File: src/rtl/truth_table_sweeper_if.sv
// truth_table_sweeper_if: vector/response bus between the sweeper,
// the two candidate implementations and the golden ROM.
interface truth_table_sweeper_if #(
  parameter int IN_W  = 8,
  parameter int OUT_W = 5
);
  logic [IN_W-1:0]  o_x;
  logic [IN_W-1:0]  o_rom_addr;
  logic [OUT_W-1:0] i_y_a;
  logic [OUT_W-1:0] i_y_b;
  logic [OUT_W-1:0] i_rom_data;

  modport master (
    output o_x,
    output o_rom_addr,
    input  i_y_a,
    input  i_y_b,
    input  i_rom_data
  );

  modport slave (
    input  o_x,
    input  o_rom_addr,
    output i_y_a,
    output i_y_b,
    output i_rom_data
  );
endinterface

File: src/rtl/truth_table_sweeper.sv
// truth_table_sweeper: exhaustive A/B-vs-golden-ROM sweep checker.
// Optional first-failure capture: TRUTH_SWEEP_FIRST_FAIL_EN.
module truth_table_sweeper_dly #(
  parameter int W = 1,
  parameter int N = 1
) (
  input  logic         clk,
  input  logic         rst,
  input  logic [W-1:0] d_i,
  output logic [W-1:0] q_o
);
  logic [W-1:0] p_q [N];

  always_ff @(posedge clk) begin
    if (rst) begin
      for (int i = 0; i < N; i++) p_q[i] <= '0;
    end else begin
      p_q[0] <= d_i;
      for (int i = 1; i < N; i++) p_q[i] <= p_q[i-1];
    end
  end

  assign q_o = p_q[N-1];
endmodule

module truth_table_sweeper #(
  parameter int IN_W    = 8,
  parameter int OUT_W   = 5,
  parameter int DUT_LAT = 0
) (
  input  logic                 clk,
  input  logic                 rst,
  input  logic                 i_start,
  truth_table_sweeper_if.master bus,
  output logic                 o_busy,
  output logic                 o_done,
  output logic                 o_pass,
  output logic [IN_W:0]        o_err_cnt,
  output logic [1:0]           o_err_mask
`ifdef TRUTH_SWEEP_FIRST_FAIL_EN
  ,
  output logic                 o_fail_vld,
  output logic [IN_W-1:0]      o_fail_x,
  output logic [OUT_W-1:0]     o_fail_a,
  output logic [OUT_W-1:0]     o_fail_b,
  output logic [OUT_W-1:0]     o_fail_gold
`endif
);
  localparam int D  = (DUT_LAT > 1) ? DUT_LAT : 1;
  localparam int GD = D - 1;
  localparam int YD = D - DUT_LAT;
  localparam int CW = $clog2(D + 1);

  typedef enum logic [1:0] {
    IDLE, SWEEP, DRAIN, DONE
  } state_e;

  state_e          state_q, state_d;
  logic [IN_W-1:0] x_q, x_d;
  logic [CW-1:0]   drn_q, drn_d;
  logic [IN_W:0]   cnt_q, cnt_d;
  logic [1:0]      mask_q, mask_d;

  logic [OUT_W-1:0] gold_al, ya_al, yb_al;
  logic             tag_al;
  logic             mism_a, mism_b, hit, go;

  // Bring golden word, DUT outputs and the valid tag to a common cycle
  if (GD == 0) begin : g_gold_w
    assign gold_al = bus.i_rom_data;
  end else begin : g_gold_d
    truth_table_sweeper_dly #(.W(OUT_W), .N(GD)) u_dly (
      .clk, .rst, .d_i(bus.i_rom_data), .q_o(gold_al)
    );
  end

  if (YD == 0) begin : g_y_w
    assign {yb_al, ya_al} = {bus.i_y_b, bus.i_y_a};
  end else begin : g_y_d
    truth_table_sweeper_dly #(.W(2*OUT_W), .N(YD)) u_dly (
      .clk, .rst,
      .d_i({bus.i_y_b, bus.i_y_a}),
      .q_o({yb_al, ya_al})
    );
  end

  truth_table_sweeper_dly #(.W(1), .N(D)) u_tag (
    .clk, .rst, .d_i(state_q == SWEEP), .q_o(tag_al)
  );

  assign mism_a = (ya_al != gold_al);
  assign mism_b = (yb_al != gold_al);
  assign hit    = tag_al & (mism_a | mism_b);
  assign go     = i_start & ((state_q == IDLE) | (state_q == DONE));

  always_ff @(posedge clk) begin
    if (rst) begin
      state_q <= IDLE;
      x_q     <= '0;
      drn_q   <= '0;
      cnt_q   <= '0;
      mask_q  <= '0;
    end else begin
      state_q <= state_d;
      x_q     <= x_d;
      drn_q   <= drn_d;
      cnt_q   <= cnt_d;
      mask_q  <= mask_d;
    end
  end

  always_comb begin
    state_d = state_q;
    x_d     = x_q;
    drn_d   = drn_q;
    cnt_d   = cnt_q;
    mask_d  = mask_q;
    if (hit) cnt_d = cnt_q + (IN_W+1)'(1);
    if (tag_al) mask_d = mask_q | {mism_b, mism_a};
    unique case (state_q)
      IDLE, DONE: begin
        if (i_start) begin
          state_d = SWEEP;
          x_d     = '0;
          cnt_d   = '0;
          mask_d  = '0;
        end
      end
      SWEEP: begin
        if (x_q == '1) begin
          state_d = DRAIN;
          drn_d   = '0;
        end else begin
          x_d = x_q + IN_W'(1);
        end
      end
      DRAIN: begin
        if (drn_q == CW'(D - 1)) state_d = DONE;
        else drn_d = drn_q + CW'(1);
      end
      default: state_d = IDLE;
    endcase
  end

  assign bus.o_x        = x_q;
  assign bus.o_rom_addr = x_q;
  assign o_busy         = (state_q == SWEEP) | (state_q == DRAIN);
  assign o_done         = (state_q == DONE);
  assign o_pass         = o_done & (cnt_q == '0);
  assign o_err_cnt      = cnt_q;
  assign o_err_mask     = mask_q;

`ifdef TRUTH_SWEEP_FIRST_FAIL_EN
  logic [IN_W-1:0]  x_al;
  logic             fvld_q;
  logic [IN_W-1:0]  fx_q;
  logic [OUT_W-1:0] fa_q, fb_q, fg_q;

  truth_table_sweeper_dly #(.W(IN_W), .N(D)) u_xdly (
    .clk, .rst, .d_i(x_q), .q_o(x_al)
  );

  always_ff @(posedge clk) begin
    if (rst || go) begin
      fvld_q <= 1'b0;
      fx_q   <= '0;
      fa_q   <= '0;
      fb_q   <= '0;
      fg_q   <= '0;
    end else if (hit && !fvld_q) begin
      fvld_q <= 1'b1;
      fx_q   <= x_al;
      fa_q   <= ya_al;
      fb_q   <= yb_al;
      fg_q   <= gold_al;
    end
  end

  assign o_fail_vld  = fvld_q;
  assign o_fail_x    = fx_q;
  assign o_fail_a    = fa_q;
  assign o_fail_b    = fb_q;
  assign o_fail_gold = fg_q;
`endif
endmodule

File: src/flat_wrapper.sv
// flat-port wrapper written by rule: the top's interface ports become plain ports
module truth_table_sweeper_flat 
#(
  parameter int IN_W    = 8,
  parameter int OUT_W   = 5,
  parameter int DUT_LAT = 0
)
  (clk, rst, i_start, o_busy, o_done, o_pass, o_err_cnt, o_err_mask, bus_o_x, bus_o_rom_addr, bus_i_y_a, bus_i_y_b, bus_i_rom_data);
  truth_table_sweeper_if #(.IN_W(IN_W), .OUT_W(OUT_W)) bus_i ();
  input  logic clk;
  input  logic rst;
  input  logic i_start;
  output logic o_busy;
  output logic o_done;
  output logic o_pass;
  output logic [IN_W:0] o_err_cnt;
  output logic [1:0] o_err_mask;
  output wire logic [$bits(bus_i.o_x)-1:0] bus_o_x;
  output wire logic [$bits(bus_i.o_rom_addr)-1:0] bus_o_rom_addr;
  input wire logic [$bits(bus_i.i_y_a)-1:0] bus_i_y_a;
  input wire logic [$bits(bus_i.i_y_b)-1:0] bus_i_y_b;
  input wire logic [$bits(bus_i.i_rom_data)-1:0] bus_i_rom_data;
  assign bus_o_x = bus_i.o_x;
  assign bus_o_rom_addr = bus_i.o_rom_addr;
  assign bus_i.i_y_a = bus_i_y_a;
  assign bus_i.i_y_b = bus_i_y_b;
  assign bus_i.i_rom_data = bus_i_rom_data;
  truth_table_sweeper #(.IN_W(IN_W), .OUT_W(OUT_W), .DUT_LAT(DUT_LAT)) u_core (.clk(clk), .rst(rst), .i_start(i_start), .bus(bus_i), .o_busy(o_busy), .o_done(o_done), .o_pass(o_pass), .o_err_cnt(o_err_cnt), .o_err_mask(o_err_mask));
endmodule
File: config.mk
export PLATFORM = sky130hd
export DESIGN_NAME = truth_table_sweeper_flat
export DESIGN_NICKNAME = d
export VERILOG_FILES = /design/src/rtl/truth_table_sweeper_if.sv /design/src/rtl/truth_table_sweeper.sv /design/src/flat_wrapper.sv
export SDC_FILE = /design/constraint.sdc
export NUM_CORES = 1
export LEC_CHECK = 0
export BUFFER_PORTS_ARGS = -buffer_cell sky130_fd_sc_hd__buf_4
export CAP_MARGIN = 20
export CORE_MARGIN = 2
export CORE_UTILIZATION = 45
export DETAILED_ROUTE_END_ITERATION = 6
export PLACE_DENSITY = 0.76
export SYNTH_ARGS = -nofsm -noshare
export SYNTH_HDL_FRONTEND = slang
export SYNTH_SLANG_ARGS = --single-unit
File: constraint.sdc
create_clock -name clk -period 1.6 [get_ports clk]
set_input_delay 0.24 -clock clk [delete_from_list [all_inputs] [get_ports clk]]
set_output_delay 0.24 -clock clk [all_outputs]
set_load 0.01 [all_outputs]
[Word-level counts from Yosys, hierarchy flattened]
Memory sizes are Yosys's and may differ from the RTL's.
Cells that the tools add are included.
Operators by class
  multiplexer cells: 23
  bitwise logic cells: 5
  equal/unequal tests: 10
  add/sub/neg operators: 3
  reduce and logical (&&, ||, !) cells: 10
Operators with widths (number)
  $mux W9: 3
  $mux W8: 2
  $pmux W8 S2: 1
  $mux W2: 6
  $mux W10: 1
  $ne A5 B5 Y1: 2
  $reduce_or A10 Y1: 1
  $add A9 B1 Y9 const B: 1
  $logic_not A9 Y1: 1
  $add A8 B1 Y8 const B: 1
  $eq A8 B8 Y1 const B: 1
  $mux W1: 8
  $ne A2 B2 Y1 const B: 3
  $pmux W2 S3: 1
  $reduce_and A3 Y1: 2
  $eq A2 B2 Y1 const B: 2
  $reduce_bool A2 Y1: 2
  $and A1 B1 Y1: 2
  $eq A2 B1 Y1 const B: 1
  $logic_not A2 Y1: 1
  $ne A2 B1 Y1 const B: 1
  $or A1 B1 Y1: 2
  $or A2 B2 Y2: 1
  $pmux W1 S2: 1
  other kinds (4): 4
Storage, ports and cells
  word-level logic and storage cells: 58
  output and inout port bits: 30
  memory bits (writable): 11
  memories: 2
  bits in registers: 22
Memories
  u_core.g_y_d.u_dly.p_q: depth 1, width 10, rd ports 1, clocked after memory_dff 0, wr ports 1, RTL line truth_table_sweeper.sv:12  | logic [W-1:0] p_q [N];
  u_core.u_tag.p_q: depth 1, width 1, rd ports 1, clocked after memory_dff 0, wr ports 1, RTL line truth_table_sweeper.sv:12

[Logic depth before layout (Yosys ltp)]
  word-level depth: 6
  depth in mapped cells: 7
  gate-level depth less buffers: 7

[Hierarchy]
Synthesis repeated with hierarchy kept, for this count alone.
Unflattened totals
  cell total of the unflattened synthesis: 168
  area total of the unflattened synthesis: 1526.5 sq um
By module, submodules not included
  truth_table_sweeper: area each 1229.9 sq um, times used 1, cells an instance 146
  truth_table_sweeper_dly at u_core.g_y_d.u_dly: area each 262.8 sq um, times used 1, cells an instance 20
  truth_table_sweeper_dly at u_core.u_tag: area each 33.8 sq um, times used 1, cells an instance 2

[Worst setup path before layout]
OpenSTA, ideal clock, no wires.
  path type: reg2reg
  start: register u_core.state_q[1]
  end: register u_core.x_q[5], in the netlist u_core.bus.o_rom_addr[5]
  clock period less this slack: 1.708 ns
  path buffers: 0
  path slack: -0.108 ns
  setup time: 0.070 ns
  arrival: 1.638 ns
  stages on the path, launching flop included: 8
  cell sequence: dfxtp_1 inv_1 ha_1 mux2_4 o31a_4 nand4_4 or3_1 a21oi_1
Between the ends
  word-level cells in the longest chain between the ends: 4
RTL lines
  start, declared: RTL line truth_table_sweeper.sv:58  | state_e state_q, state_d;
  start signal, assigned: RTL line truth_table_sweeper.sv:104  | state_q <= state_d;
  $eq A2 B2 Y1 or $logic_not A2 Y1 (tied branches)
  $reduce_or A2 Y1: RTL line truth_table_sweeper.sv:120  | unique case (state_q)
  $ne A2 B2 Y1 (no source line) or $reduce_bool A2 Y1 (tied branches)
  $reduce_and A3 Y1 (no source line)
  end signal, assigned: RTL line truth_table_sweeper.sv:99  | x_q <= '0;
  end signal, assigned: RTL line truth_table_sweeper.sv:105  | x_q <= x_d;
  end, declared: RTL line truth_table_sweeper.sv:59  | logic [IN_W-1:0] x_q, x_d;
Several ways; a longest one is shown, not always the timed one.
A chain may end at the register's enable or synchronous reset.

[Worst setup path after layout]
  start: register u_core.cnt_q[0], in the netlist u_core.o_err_cnt[0]
  end: output port o_pass
Between the ends
  word-level cells in the longest chain between the ends: 2
RTL lines
  start, declared: RTL line truth_table_sweeper.sv:61  | logic [IN_W:0] cnt_q, cnt_d;
  start signal, assigned: RTL line truth_table_sweeper.sv:107  | cnt_q <= cnt_d;
  $logic_not A9 Y1: RTL line truth_table_sweeper.sv:149  | assign o_pass = o_done & (cnt_q == '0);
  $and A1 B1 Y1: RTL line truth_table_sweeper.sv:149
  end, declared: RTL line flat_wrapper.sv:15  | output logic o_pass;
No other way between the ends.

==> impl_metrics.tcl <==
set metrics [dict create \
    status "finished, violations left" \
    violations "negative setup slack" \
    overflow 0 \
    worstPathRequired_ps 1360 \
    clk_pin_slew_ps 100 \
    drive_above_1_share_pct 49.8 \
    syn_inst 163 \
    drv_cap 0 \
    cp_max_fo 2 \
    wl_per_cell_um 12.8 \
    dp_hpwl_um 2310 \
    vdd.ir_drop.worst_uv 913 \
    leakagePower_nw 0.997 \
    slew_headroom_pct 70.7 \
    ys_seq_elements 32 \
    synth_top_area_share_pct 42.3 \
    die_x_um 62 \
    timing.final.ws_setup_ps -74.8 \
    post-route-drc-count 0 \
    critPathKind "reg2out" \
    synth_nets 187 \
    setup_viol 4 \
    fp.dieH_um 62 \
    synth_ff_type "dfxtp_1" \
    fin_crit_sh_pct 105 \
    antenna_cells 0 \
    finalSetupTns_ps -122 \
    drtIter0Drc 101 \
    final-hold-violation-count 0 \
    final_core_utilization_pct 68.7 \
    synth_edf_count 0 \
    ys_seq_area_share_pct 42.3 \
    vias_per_cell 4.93 \
    cts_buffers 5 \
    met1_usage_pct 21.7 \
    io_pins 48 \
    hp-class "in2reg" \
    achievable-frequency_ghz 0.597 \
    ys_types 36 \
    post-synth-top-area-cell "dfxtp_1" \
    synthTopCellsByArea "dfxtp_1 (42%), xor2_1 (5.8%), ha_1 (5.0%)" \
    num_vias 1355 \
    dieArea_mm2 0.00384 \
    nNetsFinal 252 \
    power.density_mw_per_mm2 1140 \
    grt_util_met3_pct 6.83 \
    yosysWarnings 0 \
    p_total_mw 2.56 \
    area_growth_syn_to_layout_pct 49.0 \
    ys_async_sr_fraction_pct 0 \
    syn-mean-instance-area_um2 9.29 \
    cts_buffer_depth 2 \
    cts_tree "yes" \
    rsz0062_at_grt "true" \
    cts_root_buffer "clkbuf_4" \
    post-synth-top-count-cell "dfxtp_1" \
    top_usage_layer "met2" \
    globalplace.congestion 0.748 \
    grt_pass1_wl_um 5150 \
    tightest_slew_ps 440 \
    period_needed_ps 1670 \
    stdcell_area_mm2 0.00226 \
    first_global_vias 1204 \
    grt_util_met2_pct 31.4 \
    drv_slew 0 \
    grt_util_all_layers_pct 18.5 \
    start_util_pct 46.1 \
    ctsHoldBuffers 0 \
    placed_cell_area_mm2 0.00197 \
    grt_max_degree 18 \
    start_kind "flip-flop" \
    routed_wl_um 3510 \
    io_buffers 47 \
    antenna_found_initial 0 \
    fp.coreArea_mm2 0.00328 \
    finClkSkew_ps 7.04 \
    synth_area_mm2 0.00151 \
    synth_common_cells "dfxtp_1 (32), a21oi_1 (12), nor2_1 (12)" \
    cp_data_arrival_time_ps 1430 \
    dr.pass1.iters 4 \
    endpoint_kind "output pin" \
    insertion_delay_ps 330 \
    rows 21 \
    htreeDepth 2 \
    clkSinkCount 32 \
    ant_nets 0 \
]
==> layout make-up <==
cell class                      count  area [um^2]
Clock buffer                        6         41.3
Inverter                            6         22.5
Clock inverter                      2         35.0
Timing Repair Buffer               69          546
Multi-Input combinational cell    114          897
Sequential cell                    32          657
Tap cell                           46         57.6
Fill cell                         268         1030
==> cell usage in the layout (no fill, tap or decap), types with 4 or more instances in the layout <==
| cell type | instances |
|---|---|
| nand3_1 | 8 |
| and3_1 | 4 |
| a21oi_1 | 9 |
| or3_1 | 5 |
| xnor2_1 | 6 |
| clkbuf_4 | 5 |
| o21ai_1 | 6 |
| buf_4 | 65 |
| nand2_1 | 6 |
| xor2_1 | 8 |
| nor2_1 | 11 |
| dfxtp_2 | 10 |
| dfxtp_1 | 21 |
| nor2b_1 | 11 |
==> kinds of logic after synthesis <==
group | count (synthesis) | share of synthesized area [%]
DFF | 32 | 42.3
xor gates and xnor gates | 16 | 9.26
muxes | 1 | 0.991
and+or+nand+nor | 63 | 24.3
buffers and inverters | 17 | 6.69
adders and majority gates | 6 | 4.96
AOI/OAI and AO/OA | 28 | 11.5
==> path summary, 6_finish.rpt <==
| kind | from | end | slack (ps) | depth (start not counted) |
|---|---|---|---|---|
| worst max register to register | u_core.state_q[0] | u_core.bus.o_rom_addr[5] | -40 | 6 |
| worst min-delay path | bus_i_y_a[2] | u_core.g_y_d.u_dly.p_q[0][2] | 110 | 2 |
| worst max-delay path | u_core.o_err_cnt[0] | o_pass | -70 | 6 |
| worst min register to register | u_core.o_err_mask[1] | u_core.o_err_mask[1] | 480 | 2 |
==> per-stage QoR <==
stage	std cells	setup slack [ps]	hold slack, ps
global placement	258	26.0	451
detailed placement	258	-40.3	455
CTS	272	-210	99.2
finish	275	-74.8	111
global route	275	-180	92.5
floorplan	163	18.1	312
==> layer usage <==
metal | vias to the layer above | routed length [um]
li1 | 681 | -
met2 | 35 | 1790
met3 | 3 | 150
met5 | - | 0
met1 | 636 | 1550
met4 | 0 | 25
==> critical path: stages (launching register included) <==
cell,delay (ps)
dfxtp_2,340
inv_2,70
ha_4,120
nor4b_4,180
nand3b_1,110
nor4_2,130
buf_4,150
==> flip-flops by register name, indices dropped and copies added, names as in the netlist <==
register,cells
u_core.g_y_d.u_dly.p_q,10
u_core.o_err_cnt,9
u_core.bus.o_rom_addr,8
u_core.o_err_mask,2
u_core.state_q,2
u_core.u_tag.p_q,1
==> where the power goes <==
part | switching, mW | total (mW) | internal [mW] | leakage (nW)
sequential | 0.0557 | 0.930 | 0.874 | 0.266
clock | 0.277 | 0.605 | 0.327 | 0.0422
combinational | 0.472 | 1.03 | 0.558 | 0.689
==> what timing repair did <==
action                     in CTS  in global routing
setup buffers                   6                  3
gates resized for setup        12                 26
pin swaps                       8                 20
setup endpoints to repair       3                 13
Power figures use the tool's default switching activity.
